$ cat src/rtl/padd_pkg.sv
// Shared definitions for the pipelined parallel adder: operation encoding and sizing helpers.
package padd_pkg;

    typedef enum logic [1:0] {
        MODE_ADD = 2'd0,
        MODE_SUB = 2'd1,
        MODE_ACC = 2'd2,
        MODE_CLR = 2'd3
    } padd_mode_e;

    localparam logic [1:0] PADD_MODE_ADD = 2'd0;
    localparam logic [1:0] PADD_MODE_SUB = 2'd1;
    localparam logic [1:0] PADD_MODE_ACC = 2'd2;
    localparam logic [1:0] PADD_MODE_CLR = 2'd3;

    // The epoch counter must be able to hold MAX_COUNT itself.
    function automatic int count_width(input int max_count);
        return $clog2(max_count + 1);
    endfunction

endpackage

$ cat src/rtl/padd_if.sv
// Operand/result handshake bundle for tt_um_parallel_adder_pipe; master drives operands, slave is the adder.
interface padd_if #(
    parameter int WIDTH = 8
);
    logic             in_valid;
    logic             in_ready;
    logic [WIDTH-1:0] a;
    logic [WIDTH-1:0] b;
    logic             cin;
    logic [1:0]       mode;
    logic             out_valid;
    logic             out_ready;
    logic [WIDTH-1:0] sum;
    logic             cout;
    logic             ovf;
    logic             epoch_wrap;

    modport master (
        output in_valid, a, b, cin, mode, out_ready,
        input  in_ready, out_valid, sum, cout, ovf, epoch_wrap
    );

    modport slave (
        input  in_valid, a, b, cin, mode, out_ready,
        output in_ready, out_valid, sum, cout, ovf, epoch_wrap
    );

endinterface

$ cat src/rtl/padd_ripple.sv
// Combinational ripple-carry chain of full adders; the only arithmetic in the adder pipe.
module padd_ripple #(
    parameter int WIDTH = 8
) (
    input  logic [WIDTH-1:0] a,
    input  logic [WIDTH-1:0] b,
    input  logic             cin,
    output logic [WIDTH-1:0] sum,
    output logic             cout
);

    logic [WIDTH:0] carry;

    assign carry[0] = cin;

    for (genvar i = 0; i < WIDTH; i++) begin : g_fa
        assign sum[i]       = a[i] ^ b[i] ^ carry[i];
        assign carry[i + 1] = (a[i] & b[i]) | (carry[i] & (a[i] ^ b[i]));
    end

    assign cout = carry[WIDTH];

endmodule

$ cat src/rtl/tt_um_parallel_adder_pipe.sv
// One-stage pipelined ADD/SUB/ACC/CLR unit with an epoch counter that auto-clears the accumulator.
// Define PADD_SAT_EN to build the saturating variant (ovf output becomes live).
module tt_um_parallel_adder_pipe
    import padd_pkg::*;
#(
    parameter int WIDTH     = 8,
    parameter int MAX_COUNT = 1000
) (
    input logic    clk,
    input logic    rst,
    padd_if.slave  bus
);

    localparam int CW = count_width(MAX_COUNT);
    localparam logic [CW-1:0] LAST_COUNT = CW'(MAX_COUNT - 1);

    padd_mode_e       mode_e;
    logic             accept;
    logic             epoch_last;

    logic [WIDTH-1:0] acc;
    logic [CW-1:0]    cnt;

    logic [WIDTH-1:0] op_x;
    logic [WIDTH-1:0] op_y;
    logic             op_c;
    logic [WIDTH-1:0] add_sum;
    logic             add_cout;

    logic [WIDTH-1:0] res_sum;
    logic             res_cout;

    logic             out_valid_q;
    logic [WIDTH-1:0] sum_q;
    logic             cout_q;
    logic             wrap_q;

    assign mode_e       = padd_mode_e'(bus.mode);
    assign bus.in_ready = !out_valid_q || bus.out_ready;
    assign accept       = bus.in_valid && bus.in_ready;
    assign epoch_last   = (cnt == LAST_COUNT);

    // One shared adder: SUB feeds ~b with carry 1, ACC feeds the accumulator in place of a.
    always_comb begin
        op_x = bus.a;
        op_y = bus.b;
        op_c = bus.cin;
        case (mode_e)
            MODE_SUB: begin
                op_y = ~bus.b;
                op_c = 1'b1;
            end
            MODE_ACC: begin
                op_x = acc;
                op_y = bus.a;
            end
            default: ;
        endcase
    end

    padd_ripple #(
        .WIDTH (WIDTH)
    ) u_ripple (
        .a    (op_x),
        .b    (op_y),
        .cin  (op_c),
        .sum  (add_sum),
        .cout (add_cout)
    );

`ifdef PADD_SAT_EN
    logic res_ovf;
    logic ovf_q;

    // Carry out of ADD/ACC pins to all-ones; a borrow on SUB clamps to zero. cout stays raw.
    always_comb begin
        res_sum  = add_sum;
        res_cout = add_cout;
        res_ovf  = 1'b0;
        if ((mode_e == MODE_ADD || mode_e == MODE_ACC) && add_cout) begin
            res_sum = '1;
            res_ovf = 1'b1;
        end else if (mode_e == MODE_SUB && !add_cout) begin
            res_sum = '0;
            res_ovf = 1'b1;
        end
        if (mode_e == MODE_CLR) begin
            res_sum  = '0;
            res_cout = 1'b0;
            res_ovf  = 1'b0;
        end
    end

    always_ff @(posedge clk) begin
        if (rst) begin
            ovf_q <= 1'b0;
        end else if (accept) begin
            ovf_q <= res_ovf;
        end
    end

    assign bus.ovf = ovf_q;
`else
    always_comb begin
        res_sum  = add_sum;
        res_cout = add_cout;
        if (mode_e == MODE_CLR) begin
            res_sum  = '0;
            res_cout = 1'b0;
        end
    end

    assign bus.ovf = 1'b0;
`endif

    // Result register, accumulator and epoch counter only move on accept; out_valid also drains.
    // An epoch wrap clears acc even on an ACC beat, but that beat's result is still delivered.
    always_ff @(posedge clk) begin
        if (rst) begin
            out_valid_q <= 1'b0;
            sum_q       <= '0;
            cout_q      <= 1'b0;
            wrap_q      <= 1'b0;
            acc         <= '0;
            cnt         <= '0;
        end else begin
            wrap_q <= 1'b0;
            if (accept) begin
                out_valid_q <= 1'b1;
                sum_q       <= res_sum;
                cout_q      <= res_cout;
                wrap_q      <= epoch_last;
                cnt         <= epoch_last ? '0 : cnt + CW'(1);
                if (epoch_last || mode_e == MODE_CLR) begin
                    acc <= '0;
                end else if (mode_e == MODE_ACC) begin
                    acc <= res_sum;
                end
            end else if (bus.out_ready) begin
                out_valid_q <= 1'b0;
            end
        end
    end

    assign bus.out_valid  = out_valid_q;
    assign bus.sum        = sum_q;
    assign bus.cout       = cout_q;
    assign bus.epoch_wrap = wrap_q;

endmodule

$ cat src/flat_wrapper.sv
// flat-port wrapper written by rule: the top's interface ports become plain ports
module tt_um_parallel_adder_pipe_flat import padd_pkg::*;
#(
    parameter int WIDTH     = 8,
    parameter int MAX_COUNT = 1000
)
  (clk, rst, bus_in_valid, bus_a, bus_b, bus_cin, bus_mode, bus_out_ready, bus_in_ready, bus_out_valid, bus_sum, bus_cout, bus_ovf, bus_epoch_wrap);
  padd_if #(.WIDTH(WIDTH)) bus_i ();
  input logic clk;
  input logic rst;
  input wire logic [$bits(bus_i.in_valid)-1:0] bus_in_valid;
  input wire logic [$bits(bus_i.a)-1:0] bus_a;
  input wire logic [$bits(bus_i.b)-1:0] bus_b;
  input wire logic [$bits(bus_i.cin)-1:0] bus_cin;
  input wire logic [$bits(bus_i.mode)-1:0] bus_mode;
  input wire logic [$bits(bus_i.out_ready)-1:0] bus_out_ready;
  output wire logic [$bits(bus_i.in_ready)-1:0] bus_in_ready;
  output wire logic [$bits(bus_i.out_valid)-1:0] bus_out_valid;
  output wire logic [$bits(bus_i.sum)-1:0] bus_sum;
  output wire logic [$bits(bus_i.cout)-1:0] bus_cout;
  output wire logic [$bits(bus_i.ovf)-1:0] bus_ovf;
  output wire logic [$bits(bus_i.epoch_wrap)-1:0] bus_epoch_wrap;
  assign bus_i.in_valid = bus_in_valid;
  assign bus_i.a = bus_a;
  assign bus_i.b = bus_b;
  assign bus_i.cin = bus_cin;
  assign bus_i.mode = bus_mode;
  assign bus_i.out_ready = bus_out_ready;
  assign bus_in_ready = bus_i.in_ready;
  assign bus_out_valid = bus_i.out_valid;
  assign bus_sum = bus_i.sum;
  assign bus_cout = bus_i.cout;
  assign bus_ovf = bus_i.ovf;
  assign bus_epoch_wrap = bus_i.epoch_wrap;
  tt_um_parallel_adder_pipe #(.WIDTH(WIDTH), .MAX_COUNT(MAX_COUNT)) u_core (.clk(clk), .rst(rst), .bus(bus_i));
endmodule
$ cat config.mk
export PLATFORM = sky130hd
export DESIGN_NAME = tt_um_parallel_adder_pipe_flat
export DESIGN_NICKNAME = d
export VERILOG_FILES = /design/src/rtl/padd_pkg.sv /design/src/rtl/padd_if.sv /design/src/rtl/padd_ripple.sv /design/src/rtl/tt_um_parallel_adder_pipe.sv /design/src/flat_wrapper.sv
export SDC_FILE = /design/constraint.sdc
export NUM_CORES = 1
export LEC_CHECK = 0
export CAP_MARGIN = 40
export CORE_MARGIN = 10
export CORE_UTILIZATION = 25
export CTS_BUF_LIST = sky130_fd_sc_hd__clkbuf_8
export CTS_CLUSTER_DIAMETER = 150
export DETAILED_ROUTE_END_ITERATION = 6
export PLACE_DENSITY = 0.5
export SLEW_MARGIN = 10
export SYNTH_ARGS = -nofsm -noshare
export SYNTH_HDL_FRONTEND = slang
export SYNTH_SLANG_ARGS = --single-unit
$ cat constraint.sdc
create_clock -name clk -period 5.2 [get_ports clk]
set_clock_uncertainty 0.15 [all_clocks]
set_input_delay 1.04 -clock clk [delete_from_list [all_inputs] [get_ports clk]]
set_output_delay 1.04 -clock clk [all_outputs]
set_load 0.02 [all_outputs]
==> Word level (Yosys, flattened, before mapping) <==
Cells that the tools add are included.
{ "word_totals": {"ff_bits": 29, "latch_bits": 0, "ramBits": 0, "rom_bits": 0, "input_bits": 23, "out_inout_bits": 13, "elab_cells": 71, "mem_count": 0} }
{ "classes": {"addsub": 1, "multipliers": 0, "n_div": 0, "magnitude_cmp": 0, "n_eq_ne": 4, "shifts": 0, "muxes": 10, "n_bitwise": 42, "n_reduce_logical": 8} }
{ "ops": {"columns": ["op", "n"], "rows": [
  ["8-bit two-way mux", 4],
  ["1-bit AND", 16],
  ["8-bit one-hot mux with 2 select lines", 1],
  ["1-bit bitwise XOR", 16],
  ["10-bit by 1-bit adder with 10-bit output (second input constant)", 1],
  ["10-bit equality test (second input constant)", 1],
  ["10-bit two-way mux", 1],
  ["8-bit NOT", 1],
  ["1-bit bitwise OR", 8],
  ["2-bit equality test (second input constant)", 2],
  ["1-bit two-way mux", 4],
  ["2-bit nonzero test", 2],
  ["2-bit by 1-bit equality test with 1-bit output (second input constant)", 1],
  ["1-bit logical OR", 2],
  ["2-bit AND reduction", 1],
  ["2-bit OR reduction", 1],
  ["1-bit logical AND", 1],
  ["1-bit zero test", 1],
  ["1-bit NOT", 1]
]} }

==> Depth between registers and ports, before layout <==
Gate-level depths: netlist of the first run.
{ "logic_depth": {"ltp_word": 21, "ltp_mapped": 17, "depth_no_buf": 15} }

==> Hierarchy <==
Synthesis of the first run repeated with hierarchy kept, for this count alone.
{ "unflattened": {"cells_unflattened": 206, "area_unflattened_um2": 1784.2} }
{ "by_module_without_submodules": {"columns": ["module", "instances", "cells_per_inst", "area_per_inst_um2", "seq_area_each_um2"], "rows": [
  ["tt_um_parallel_adder_pipe", 1, 188, 1586.5, 580.6],
  ["padd_ripple", 1, 18, 197.7, 0.0]
]} }

==> Least setup slack after synthesis of the first run <==
Ideal clock, no wire load.
{ "synth_path": {"kind": "input to register", "start": "in bus_mode[0]", "end": "reg u_core.sum_q[7], in the netlist u_core.bus.sum[7]", "setup_time_ps": 71, "arrival_ps": 5199, "required_ps": 4979, "setup_slack_ps": -219, "stages": 17, "path_buffers": 2, "cell_sequence": "inv_1 > ha_1 > clkbuf_1 > buf_2 > a221oi_1 > a21oi_1 > fa_1 > fa_1 > fa_1 > fa_1 > fa_1 > inv_1 > fa_1 > fa_1 > fa_1 > or3_1 > a21oi_1"} }
{ "synth_via": {"elab_chain_cells": 19, "word_cells_on_any_way": 37, "cone_classes": "3 x eq/ne; 4 x mux; 30 x bitwise"} }
{ "synth_rtl": {"columns": ["item", "line", "rtl"], "rows": [
  ["start: declaration", "flat_wrapper.sv:15", "input wire logic [$bits(bus_i.mode)-1:0] bus_mode;"],
  ["2-bit equality test / 2-bit by 1-bit equality test with 1-bit output (equally long branches)", "tt_um_parallel_adder_pipe.sv:48", "case (mode_e)"],
  ["8-bit one-hot mux with 2 select lines / 8-bit two-way mux (equally long branches)", "tt_um_parallel_adder_pipe.sv:48", null],
  ["1-bit bitwise XOR", "padd_ripple.sv:18", "assign carry[i + 1] = (a[i] & b[i]) | (carry[i] & (a[i] ^ b[i]));"],
  ["1-bit AND", "padd_ripple.sv:18", null],
  ["1-bit bitwise OR", "padd_ripple.sv:18", null],
  ["1-bit AND", "padd_ripple.sv:18", null],
  ["1-bit bitwise OR", "padd_ripple.sv:18", null],
  ["1-bit AND", "padd_ripple.sv:18", null],
  ["[... 3 more ...]", null, null],
  ["1-bit AND", "padd_ripple.sv:18", null],
  ["1-bit bitwise OR", "padd_ripple.sv:18", null],
  ["1-bit AND", "padd_ripple.sv:18", null],
  ["1-bit bitwise OR", "padd_ripple.sv:18", null],
  ["1-bit AND", "padd_ripple.sv:18", null],
  ["1-bit bitwise OR", "padd_ripple.sv:18", null],
  ["1-bit bitwise XOR", "padd_ripple.sv:17", "assign sum[i] = a[i] ^ b[i] ^ carry[i];"],
  ["8-bit two-way mux (*)", "tt_um_parallel_adder_pipe.sv:107", "if (mode_e == MODE_CLR) begin"],
  ["end signal: assignment", "tt_um_parallel_adder_pipe.sv:130", "sum_q <= res_sum;"],
  ["end: declaration", "tt_um_parallel_adder_pipe.sv:34", "logic [WIDTH-1:0] sum_q;"]
]} }
Mark *: on every way between the ends. The rest lies on a longest branch, timed or not.
A chain may end at the register's enable or synchronous reset.

==> Worst setup path in the final report of the first run <==
{ "layout_path": {"start": "in bus_cin", "end": "reg u_core.sum_q[7], in the netlist u_core.bus.sum[7]"} }
{ "layout_via": {"elab_chain_cells": 17} }
{ "layout_rtl": {"columns": ["item", "line", "rtl"], "rows": [
  ["start: declaration", "flat_wrapper.sv:14", "input wire logic [$bits(bus_i.cin)-1:0] bus_cin;"],
  ["1-bit two-way mux", "tt_um_parallel_adder_pipe.sv:48", null],
  ["1-bit AND", "padd_ripple.sv:18", null],
  ["1-bit bitwise OR", "padd_ripple.sv:18", null],
  ["1-bit AND", "padd_ripple.sv:18", null],
  ["1-bit bitwise OR", "padd_ripple.sv:18", null],
  ["1-bit AND", "padd_ripple.sv:18", null],
  ["1-bit bitwise OR", "padd_ripple.sv:18", null],
  ["1-bit AND", "padd_ripple.sv:18", null],
  ["1-bit bitwise OR", "padd_ripple.sv:18", null],
  ["1-bit AND", "padd_ripple.sv:18", null],
  ["1-bit bitwise OR", "padd_ripple.sv:18", null],
  ["1-bit AND", "padd_ripple.sv:18", null],
  ["1-bit bitwise OR", "padd_ripple.sv:18", null],
  ["1-bit AND", "padd_ripple.sv:18", null],
  ["1-bit bitwise OR", "padd_ripple.sv:18", null],
  ["1-bit bitwise XOR", "padd_ripple.sv:17", null],
  ["8-bit two-way mux", "tt_um_parallel_adder_pipe.sv:107", null]
]} }
No other way between the ends.

==> impl_metrics.csv, run 1 <==
group,metric,value,unit
global_route,grt_pass1_vias,1384,
job,cap_violations,0,
place,port_buffers,34,
layout,fin_nets,253,
worst_setup_path,slowest_delay,0.43,ns
clocking,clock_path_buffers,2,
layout,layout_common_cells,"clkdlybuf4s50_1, dfxtp_1, nand2_1, a21oi_1, nor2_1",
clocking,cts_setup_buffers,0,
worst_setup_path,critPathCaptureType,"flop",
clocking,clock-root-buffer,"clkbuf_8",
detailed_routing,vias,1376,
pwr,ir_drop,0.08632,mV
logic_synthesis,syn_nets,217,
place,place.gp.congestion,0.7281,
global_route,grt_overflow,0,
pwr,power_density,262.2,nW/um2
detailed_routing,drc,0,
logic_synthesis,ys_types,38,
place,placed_area,2087,um2
global_route,grt_pass1_wl,6672,um
layout,seq_area,580.6,um2
hold_path,hold_depth,2,
worst_setup_path,critPathKind,"primary input to flop",
place,place_ws,-0.4562,ns
detailed_routing,drtIter0Drc,86,
place,hpwl,3092,um
timing,setup_viol,0,
clocking,cts_max_level,2,
clocking,cts_made_buffers,5,
floorplan,design.core.area,6422,um2
clocking,clk_latency,0.28,ns
detailed_routing,drt_wl_total,4130,um
detailed_routing,wl_per_cell,13.95,um
layout,finalNonFillerCells,296,
pwr,p_leak,0.8073,nW
worst_setup_path,cp_slowest_cell,"fa_1",
run_status,status,"finished clean",
logic_synthesis,synth.avg_cell_area,9.143,um2
layout,fillers,644,
detailed_routing,postRouteAntennaNets,0,
timing,max_freq,197.1,MHz
timing,tns,0,ns
global_route,grtUsageTotal,8.121,%
logic_synthesis,syn_inst,182,
clocking,cts_tree,"built",
floorplan,die_h,101.6,um
timing,timing.final.crit_share,97.56,%
logic_synthesis,syn_area,1664,um2
worst_setup_path,critPathArrivalTime,5.13,ns
timing,rsz0062_at_grt,"no",
pwr,finalPower,581.6,uW
layout,fin_area,2218,um2
clocking,cts_sinks,29,
hold_path,hold_start,"u_core.bus.sum[1]$_SDFFE_PP0P_",
timing,fin_crit,5.073,ns
detailed_routing,viasPerCell,4.649,
worst_setup_path,rr_worst_depth,12,
detailed_routing,first_pass_iters,4,
global_route,antenna_found_initial,0,
worst_setup_path,crit_top_cell,"fa_2",
hold_path,whs_endpoint,"u_core.bus.sum[1]$_SDFFE_PP0P_",
timing,tightest_slew,0.6456,ns
timing,slew_viol_final,0,
worst_setup_path,cp_cell_sequence,"clkdlybuf4s50_1, or2_4, fa_2, fa_2, fa_2, fa_2, fa_2, inv_2, fa_2, fa_2, fa_1, or3_1, a21oi_1",
timing,slew_headroom,56.63,%
worst_setup_path,r2r_slack,0.96,ns
clocking,cts.hold.buffers_added,0,
worst_setup_path,required,5.25,ns
worst_setup_path,critPathMaxFanout,2,
hold_path,holdCritPathClass,"flop to flop",
layout,num_antenna_cells,0,
layout,final_common_cell,"clkdlybuf4s50_1",
layout,multi_input_area,1037,um2
timing,fin_ws,0.1267,ns
logic_synthesis,synth-seq-cells,29,
layout,syn_to_final_growth,33.31,%
clocking,clk_pin_slew,0.06,ns
floorplan,io-pin-count,36,
timing,hold_viol_final,0,
worst_setup_path,reg2reg_to,"u_core.bus.sum[7]$_SDFFE_PP0P_",
floorplan,start_util,25.91,%
logic_synthesis,ys_seq_area_share,34.89,%
logic_synthesis,yosysWarnings,0,
floorplan,fp.dieArea,10320,um2
worst_setup_path,startpoint_type,"primary input",
global_route,grt_max_degree,19,
floorplan,rows,29,
floorplan,die_width,101.6,um
place,place_inst,288,
worst_setup_path,timing.rr.start,"u_core.acc[0]$_SDFFE_PP0P_",
layout,drive_above_1_share,17.81,%
registers in the layout, indices dropped and copies added, names as in the netlist:
register,count
u_core.bus.sum,8
u_core.bus.out_valid,1
u_core.acc,8
u_core.cnt,10
u_core.bus.cout,1
u_core.bus.epoch_wrap,1
where the power goes:
part           internal (mW)  switching [mW]  total, mW  leakage, nW
logic                 0.0807          0.0806      0.161        0.522
registers              0.235         0.00771      0.243        0.236
clock network         0.0905          0.0867      0.177       0.0491
total                  0.407           0.175      0.582        0.807
routing by layer:
layer / track usage, % / routed length, um
met2: 13.37 / 1998
met4: 3.630 / 59
met1: 9.210 / 1874
met3: 2.995 / 198
met5: 0 / 0
repair_timing:
action / 4_1_cts / 5_1_grt
pin swaps: 1 / 13
setup endpoints to repair: 1 / 1
endpoints found under the hold margin: 0 / 0
resized for setup: 11 / 13
critical path: cells and delay by family:
kind / cells / cell delay [ns]
AO/OA/AOI/OAI: 1 / 0.15
adder cells (fa/ha/maj): 8 / 2.86
AND/OR/NAND/NOR: 2 / 0.61
buffers and inverters: 2 / 0.47
synthesized netlist by cell type (all sizes together):
cell type / instances / area, um2
nor2: 13 / 48.80
nand3: 3 / 15.01
or3: 5 / 31.28
and2: 1 / 6.260
o2bb2ai: 2 / 17.52
ha: 4 / 50.05
nor4: 5 / 46.29
mux2i: 6 / 60.06
nor3: 5 / 25.02
inv: 11 / 41.29
xnor2: 8 / 70.07
or2b: 1 / 7.510
a21oi: 15 / 75.07
nand2: 22 / 82.58
or4: 1 / 7.510
a22o: 5 / 43.79
nor2b: 1 / 13.76
or2: 1 / 6.260
o32ai: 1 / 16.27
dfxtp: 29 / 580.6
o22ai: 1 / 6.260
mux2: 5 / 56.30
a221oi: 5 / 43.79
xor2: 1 / 8.760
nand4: 2 / 18.77
conb: 1 / 3.750
buf: 7 / 45.03
fa: 8 / 160.2
a21o: 1 / 7.510
nand3b: 5 / 37.54
clkbuf: 3 / 11.26
o21ai: 4 / 20.02
worst max-delay path by stage:
stage,from,cells past startpoint,slack [ns],end
final,bus_cin,13,0.13,u_core.bus.sum[7]$_SDFFE_PP0P_
after global routing,bus_mode[0],16,0.009,u_core.bus.sum[7]$_SDFFE_PP0P_
after CTS,bus_mode[0],15,0.01,u_core.bus.sum[7]$_SDFFE_PP0P_
after detailed placement,bus_mode[1],14,-0.46,u_core.bus.sum[7]$_SDFFE_PP0P_
after global placement,bus_mode[1],14,-0.37,u_core.bus.sum[7]$_SDFFE_PP0P_
after floorplan,bus_mode[0],17,0.02,u_core.bus.sum[7]$_SDFFE_PP0P_
stage by stage:
stage          utilization (%)  hold WS [ns]
4_1_cts                  34.31        0.3057
6_report                 34.54        0.3049
3_3_place_gp             32.50        0.2911
2_1_floorplan                -        0.2821
5_1_grt                  34.54        0.3260
3_5_place_dp             32.50        0.2980
cell families (layout without fill, tap and decap cells):
group / count (synthesis) / in the layout / synth area share [%]
and+or+nand+nor: 65 / 65 / 20.83
AOI/OAI and AO/OA: 34 / 34 / 13.84
DFF: 29 / 29 / 34.89
buffers and inverters: 21 / 58 / 5.864
adders and majority gates: 12 / 12 / 12.63
muxes: 11 / 11 / 6.992
xor gates and xnor gates: 9 / 9 / 4.737
other: 1 / 1 / 0.2253
area by class of cell:
type	count	share of cell area, %
Timing Repair Buffer	39	17.15
Clock inverter	3	0.6204
Clock buffer	5	3.102
Sequential cell	29	26.17
Tap cell	77	4.343
Multi-Input combinational cell	132	46.76
Inverter	11	1.861
Power figures use the tool's default switching activity.
==> run 2: changes to the inputs <==
- ABC_AREA: not set -> 1
- CAP_MARGIN: 40 -> 10
- PLACE_DENSITY: 0.5 -> 0.49
==> run 2 against run 1 <==
Critical path depth grew 5. First-iteration DRC count shrank 3.5%. Hold slack gained 0.0092 ns. Design area grew 6.7%. Wire length grew 4.4%. Setup slack gained 0.36 ns. Largest power group unchanged.
==> impl_metrics.csv, run 2 <==
group,metric,value,unit
clocking,clock-root-buffer,"clkbuf_8",
logic_synthesis,ys_seq_area_share,32.24,%
logic_synthesis,syn_area,1800,um2
worst_setup_path,worst-path-buf-inv,4,
layout,fillers,766,
global_route,grt_max_degree,25,
clocking,clk_latency,0.29,ns
pwr,comb_power_share,27.9,%
detailed_routing,vias,1564,
layout,largest_reg_flops,10,
floorplan,die_width,104.9,um
worst_setup_path,timing.rr.start,"u_core.acc[0]$_SDFFE_PP0P_",
logic_synthesis,ys_types,40,
logic_synthesis,ys_top_cells_by_area,"dfxtp_1, fa_1, nand2_1, inv_1, a21oi_1",
floorplan,fp.dieArea,11000,um2
detailed_routing,postRouteAntennaNets,0,
hold_path,hold_depth,2,
timing,setup_viol,0,
logic_synthesis,syn_nets,270,
timing,max_freq,212.3,MHz
worst_setup_path,cp_slowest_cell,"fa_1",
layout,finalNonFillerCells,371,
timing,hold_ws,0.3141,ns
clocking,cts_tree,"built",
worst_setup_path,reg2reg_to,"u_core.acc[7]$_SDFFE_PP0P_",
pwr,cellInternalPower,401.9,uW
logic_synthesis,synth_common_cells,"nand2_1, inv_1, dfxtp_1",
worst_setup_path,slowest_delay,0.40,ns
layout,drive_above_1_share,16.36,%
job,cap_violations,0,
detailed_routing,drtIter0Drc,83,
hold_path,whs_endpoint,"u_core.acc[1]$_SDFFE_PP0P_",
hold_path,hold_start,"u_core.acc[1]$_SDFFE_PP0P_",
worst_setup_path,rr_worst_depth,16,
worst_setup_path,startpoint_type,"primary input",
global_route,grtUsageTotal,7.942,%
layout,largest-register,"u_core.cnt",
global_route,grt_pass1_vias,1558,
pwr,finalPower,587.3,uW
place,placed_area,2260,um2
floorplan,start_util,26.07,%
clocking,cts_sinks,29,
place,port_buffers,34,
floorplan,io-pin-count,36,
timing,rsz0062_at_grt,"no",
global_route,antenna_found_initial,0,
logic_synthesis,yosysWarnings,0,
logic_synthesis,synth-seq-cells,29,
place,place_inst,363,
worst_setup_path,r2r_slack,1.49,ns
timing,slew_viol_final,0,
detailed_routing,wl_per_cell,11.62,um
clocking,clock_path_buffers,2,
pwr,power_frac_clock,30.6,%
timing,tns,0,ns
pwr,ir_drop,0.07613,mV
logic_synthesis,synth_top_area_share,32.24,%
clocking,clk_pin_slew,0.07,ns
logic_synthesis,synth_edf_count,0,
worst_setup_path,critPathKind,"primary input to flop",
layout,num_antenna_cells,0,
worst_setup_path,required,5.28,ns
timing,slew_headroom,41.59,%
worst_setup_path,critPathMaxFanout,2,
logic_synthesis,synth_most_common_cell,"nand2_1",
run_status,status,"finished clean",
timing,hold_viol_final,0,
layout,fin_area,2367,um2
hold_path,holdCritPathClass,"flop to flop",
layout,syn_to_final_growth,31.48,%
logic_synthesis,syn_inst,235,
worst_setup_path,crit_top_cell,"fa_2",
floorplan,die_h,104.9,um
global_route,grt_pass1_wl,7376,um
global_route,grt_overflow,0,
place,place_ws,-0.4065,ns
worst_setup_path,crit_family,"adder cells",
pwr,switching_share,31.58,%
timing,tightest_slew,0.8734,ns
layout,final_common_cell,"nand2_1",
place,hpwl,3336,um
clocking,cts_made_buffers,5,
clocking,cts.hold.buffers_added,0,
logic_synthesis,ys_async_sr_fraction,0,%
pwr,p_leak,0.9249,nW
detailed_routing,drc,0,
pwr,power_frac_seq,41.4,%
timing,fin_ws,0.4892,ns
pwr,power.switching,185.5,uW
floorplan,design.core.area,6907,um2
detailed_routing,viasPerCell,4.216,
logic_synthesis,synth_top_cell_by_area,"dfxtp_1",
timing,timing.final.crit_share,90.59,%
detailed_routing,drt_wl_total,4312,um
place,place.gp.congestion,0.7574,
logic_synthesis,synth_flop_cell,"dfxtp_1",
floorplan,rows,30,
worst_setup_path,cp_cell_sequence,"dlymetal6s2s_1, buf_4, ha_1, or2_2, fa_2, fa_2, fa_2, fa_2, fa_2, inv_2, fa_2, fa_2, fa_1, inv_1, nand3_1, nand3_1, nand2_1, nor2_1",
pwr,power_density,248.1,nW/um2
layout,fin_nets,309,
logic_synthesis,synth.avg_cell_area,7.662,um2
detailed_routing,first_pass_iters,4,
worst_setup_path,critPathArrivalTime,4.79,ns
clocking,cts_max_level,2,
layout,layout_common_cells,"nand2_1, clkdlybuf4s50_1, inv_1, dfxtp_1, nor2_1",
layout,fin_util,34.28,%
timing,fin_crit,4.711,ns
worst_setup_path,critPathCaptureType,"flop",
run 2: cell types whose count changed in the layout (fill, tap and decap cells not counted), moves of 5 or more:
| cell | previous run | this run |
|---|---|---|
| nand3b_1 | 5 | 0 |
| o211ai_1 | 0 | 5 |
| a22o_1 | 5 | 0 |
| a21oi_1 | 15 | 21 |
| xnor2_1 | 8 | 1 |
| nor2_1 | 13 | 22 |
| or3_1 | 5 | 0 |
| nand2_1 | 22 | 41 |
| inv_1 | 7 | 29 |
| o21ai_0 | 4 | 12 |
| mux2_2 | 5 | 0 |
| nand3_1 | 3 | 11 |
run 2: area by class of cell:
class	instances	area, um2	area share (%)
Tap cell	96	120.1	5.074
Timing Repair Buffer	40	390.4	16.49
Sequential cell	29	580.6	24.52
Inverter	33	128.9	5.444
Clock buffer	5	68.82	2.907
Clock inverter	3	13.76	0.5814
Multi-Input combinational cell	165	1065	44.98
run 2: how the worst max path moves through the flow:
stage                           start                         end  slack (ns)  cells after the start
after floorplan           bus_mode[0]  u_core.acc[7]$_SDFFE_PP0P_        0.17                     20
after global placement    bus_mode[0]  u_core.acc[7]$_SDFFE_PP0P_       -0.36                     21
after detailed placement  bus_mode[0]  u_core.acc[7]$_SDFFE_PP0P_       -0.41                     21
after CTS                 bus_mode[0]  u_core.acc[7]$_SDFFE_PP0P_        0.04                     21
after global routing      bus_mode[0]  u_core.acc[7]$_SDFFE_PP0P_        0.27                     21
final                     bus_mode[0]  u_core.acc[7]$_SDFFE_PP0P_        0.49                     18
run 2: layer usage:
metal	vias up	wire length, um	share of wire (%)	track usage (%)
met4	0	62	1.4	2.647
met5	-	0	0	0
met2	31	1834	43	12.01
met3	8	241	5.6	2.948
met1	690	2173	50	10.14
li1	835	-	-	-
run 2: worst register-to-register path: stages, from the launching register on:
cell and delay [ns]:
dfxtp_1 0.31, nand2_1 0.04, o21ai_0 0.12, fa_2 0.42
fa_2 0.37, fa_2 0.35, fa_2 0.35, fa_2 0.34
inv_2 0.06, fa_2 0.19, fa_2 0.19, fa_1 0.40
inv_1 0.08, nand3_1 0.08, nand3_1 0.09, nand2_1 0.05
nor2_1 0.07
run 2: power by group through the flow:
stage               Sequential (mW)  Clock, mW  Combinational, mW
floorplan                     0.257          0             0.0938
global placement              0.248          0              0.161
detailed placement            0.248          0              0.163
CTS                           0.243      0.186              0.165
global route                  0.245      0.195              0.187
finish                        0.243      0.180              0.164
run 2: kinds of logic after synthesis:
| family | Yosys count | share of synthesized area, % |
|---|---|---|
| other | 1 | 0.2083 |
| XOR/XNOR | 3 | 1.460 |
| AND/OR/NAND/NOR | 99 | 28.15 |
| buffers and inverters | 41 | 9.729 |
| flip-flops | 29 | 32.24 |
| multiplexers | 3 | 1.668 |
| AO/OA/AOI/OAI | 47 | 14.87 |
| adder cells (fa/ha/maj) | 12 | 11.67 |
run 2: timing repair:
action,CTS,global route
gates resized for setup,3,10
setup endpoints to repair,1,3
gates cloned,0,0
pin swaps,0,2
setup buffers,0,0
==> patch (flow settings as in run 2) <==
`MAX_COUNT` is set to 1000 in 2 places; all go to 250.
--- a/src/rtl/tt_um_parallel_adder_pipe.sv
+++ b/src/rtl/tt_um_parallel_adder_pipe.sv
@@ -4,7 +4,7 @@
     import padd_pkg::*;
 #(
     parameter int WIDTH     = 8,
-    parameter int MAX_COUNT = 1000
+    parameter int MAX_COUNT = 250
 ) (
     input logic    clk,
     input logic    rst,
--- a/src/flat_wrapper.sv
+++ b/src/flat_wrapper.sv
@@ -2,7 +2,7 @@
 module tt_um_parallel_adder_pipe_flat import padd_pkg::*;
 #(
     parameter int WIDTH     = 8,
-    parameter int MAX_COUNT = 1000
+    parameter int MAX_COUNT = 250
 )
   (clk, rst, bus_in_valid, bus_a, bus_b, bus_cin, bus_mode, bus_out_ready, bus_in_ready, bus_out_valid, bus_sum, bus_cout, bus_ovf, bus_epoch_wrap);
   padd_if #(.WIDTH(WIDTH)) bus_i ();
Function: no difference found for any inputs over 10 cycles, from zero or initial values and one cycle with rst high; that may be too few to reach the edited logic, so the function may still have changed.
==> patch against run 2 <==
Sequential power is 6% lower; sequential cell count is 2 lower; global-route usage is 0.14 points higher; setup slack worse by 0.15 ns; wire length is 4.7% lower; design area is 5.1% lower; power is 11% lower; synthesized area is 5.1% lower; highest routed layer unchanged.
==> patch: results (changes against run 2) <==
status: "finished clean"
worst_ir_drop_vdd_v: 0.0000872  # +15%
synth.avg_cell_area_um2: 7.52  # -1.8%
layout.cells.non_filler: 346  # -6.7%
timing.reg2reg.setup_slack_ns: 1.35  # -0.14 ns
grtUsageMet3_pct: 2.21  # -0.74 points
pin_count_of_the_biggest_net_entering_global_routing: 19  # -24%
post_cts.resized_instances: 7  # +4
gp_congestion: 0.759  # +0.17%
met3RoutedLength_um: 229  # -5.0%
filler_cell_count: 704  # -8.1%
grt_pass1_wl_um: 6870  # -6.9%
route.detailed.vias_per_inst: 4.38  # +3.9%
layout.buffer.nonclock.area_share_pct: 18.0  # +1.5 points
share_of_the_synthesized_area_in_the_top_cell_type_pct: 31.6  # -0.60 points
clock_buffer_count_from_cts: 3  # -2
aggregate_routed_wire_length_um: 4110  # -4.7%
final_core_area_utilization_pct: 33.4  # -0.83 points
multiInputGateArea_um2: 1040  # -2.3%
nonClockBufferCount: 42  # +5.0%
leak_pwr_nw: 0.946  # +2.2%
final.hold.worst_slack_ns: 0.316  # +0.00229 ns
met2_wirelength_um: 2030  # +10%
pg_clk_w: 0.000116  # -36%
timing_worst_slew_pin_value_ns: 0.502  # -0.371 ns
netlist_instances: 227  # -3.4%
clk_transition_reported_paths_ns: 0.09  # +0.02 ns
## patch: changes by cell type after synthesis, sizes merged, moves of 2 or more
cell / run 2 / this run
a21oi: 21 / 16
dfxtp: 29 / 27
nand3: 15 / 9
nor3: 5 / 2
nand2: 47 / 55
nor2: 27 / 33
buf: 7 / 5
xor2: 2 / 0
## patch: worst max-delay path by stage
stage	startpoint	endpoint	cells past startpoint
after floorplan	bus_mode[0]	u_core.acc[7]	20
after global placement	bus_mode[0]	u_core.acc[7]	21
after detailed placement	bus_mode[0]	u_core.acc[7]	21
after CTS	bus_mode[0]	u_core.acc[7]	21
after global routing	bus_mode[0]	u_core.acc[7]	21
final	bus_mode[0]	u_core.acc[7]	21
## patch: worst reg2reg max path: cells and delay by family, from the launching register on
family	cells	cell delay, ns
adder cells (fa/ha/maj)	8	2.70
AND/OR/NAND/NOR	6	0.44
AO/OA/AOI/OAI	1	0.11
flip-flops	1	0.32
buffers and inverters	1	0.07
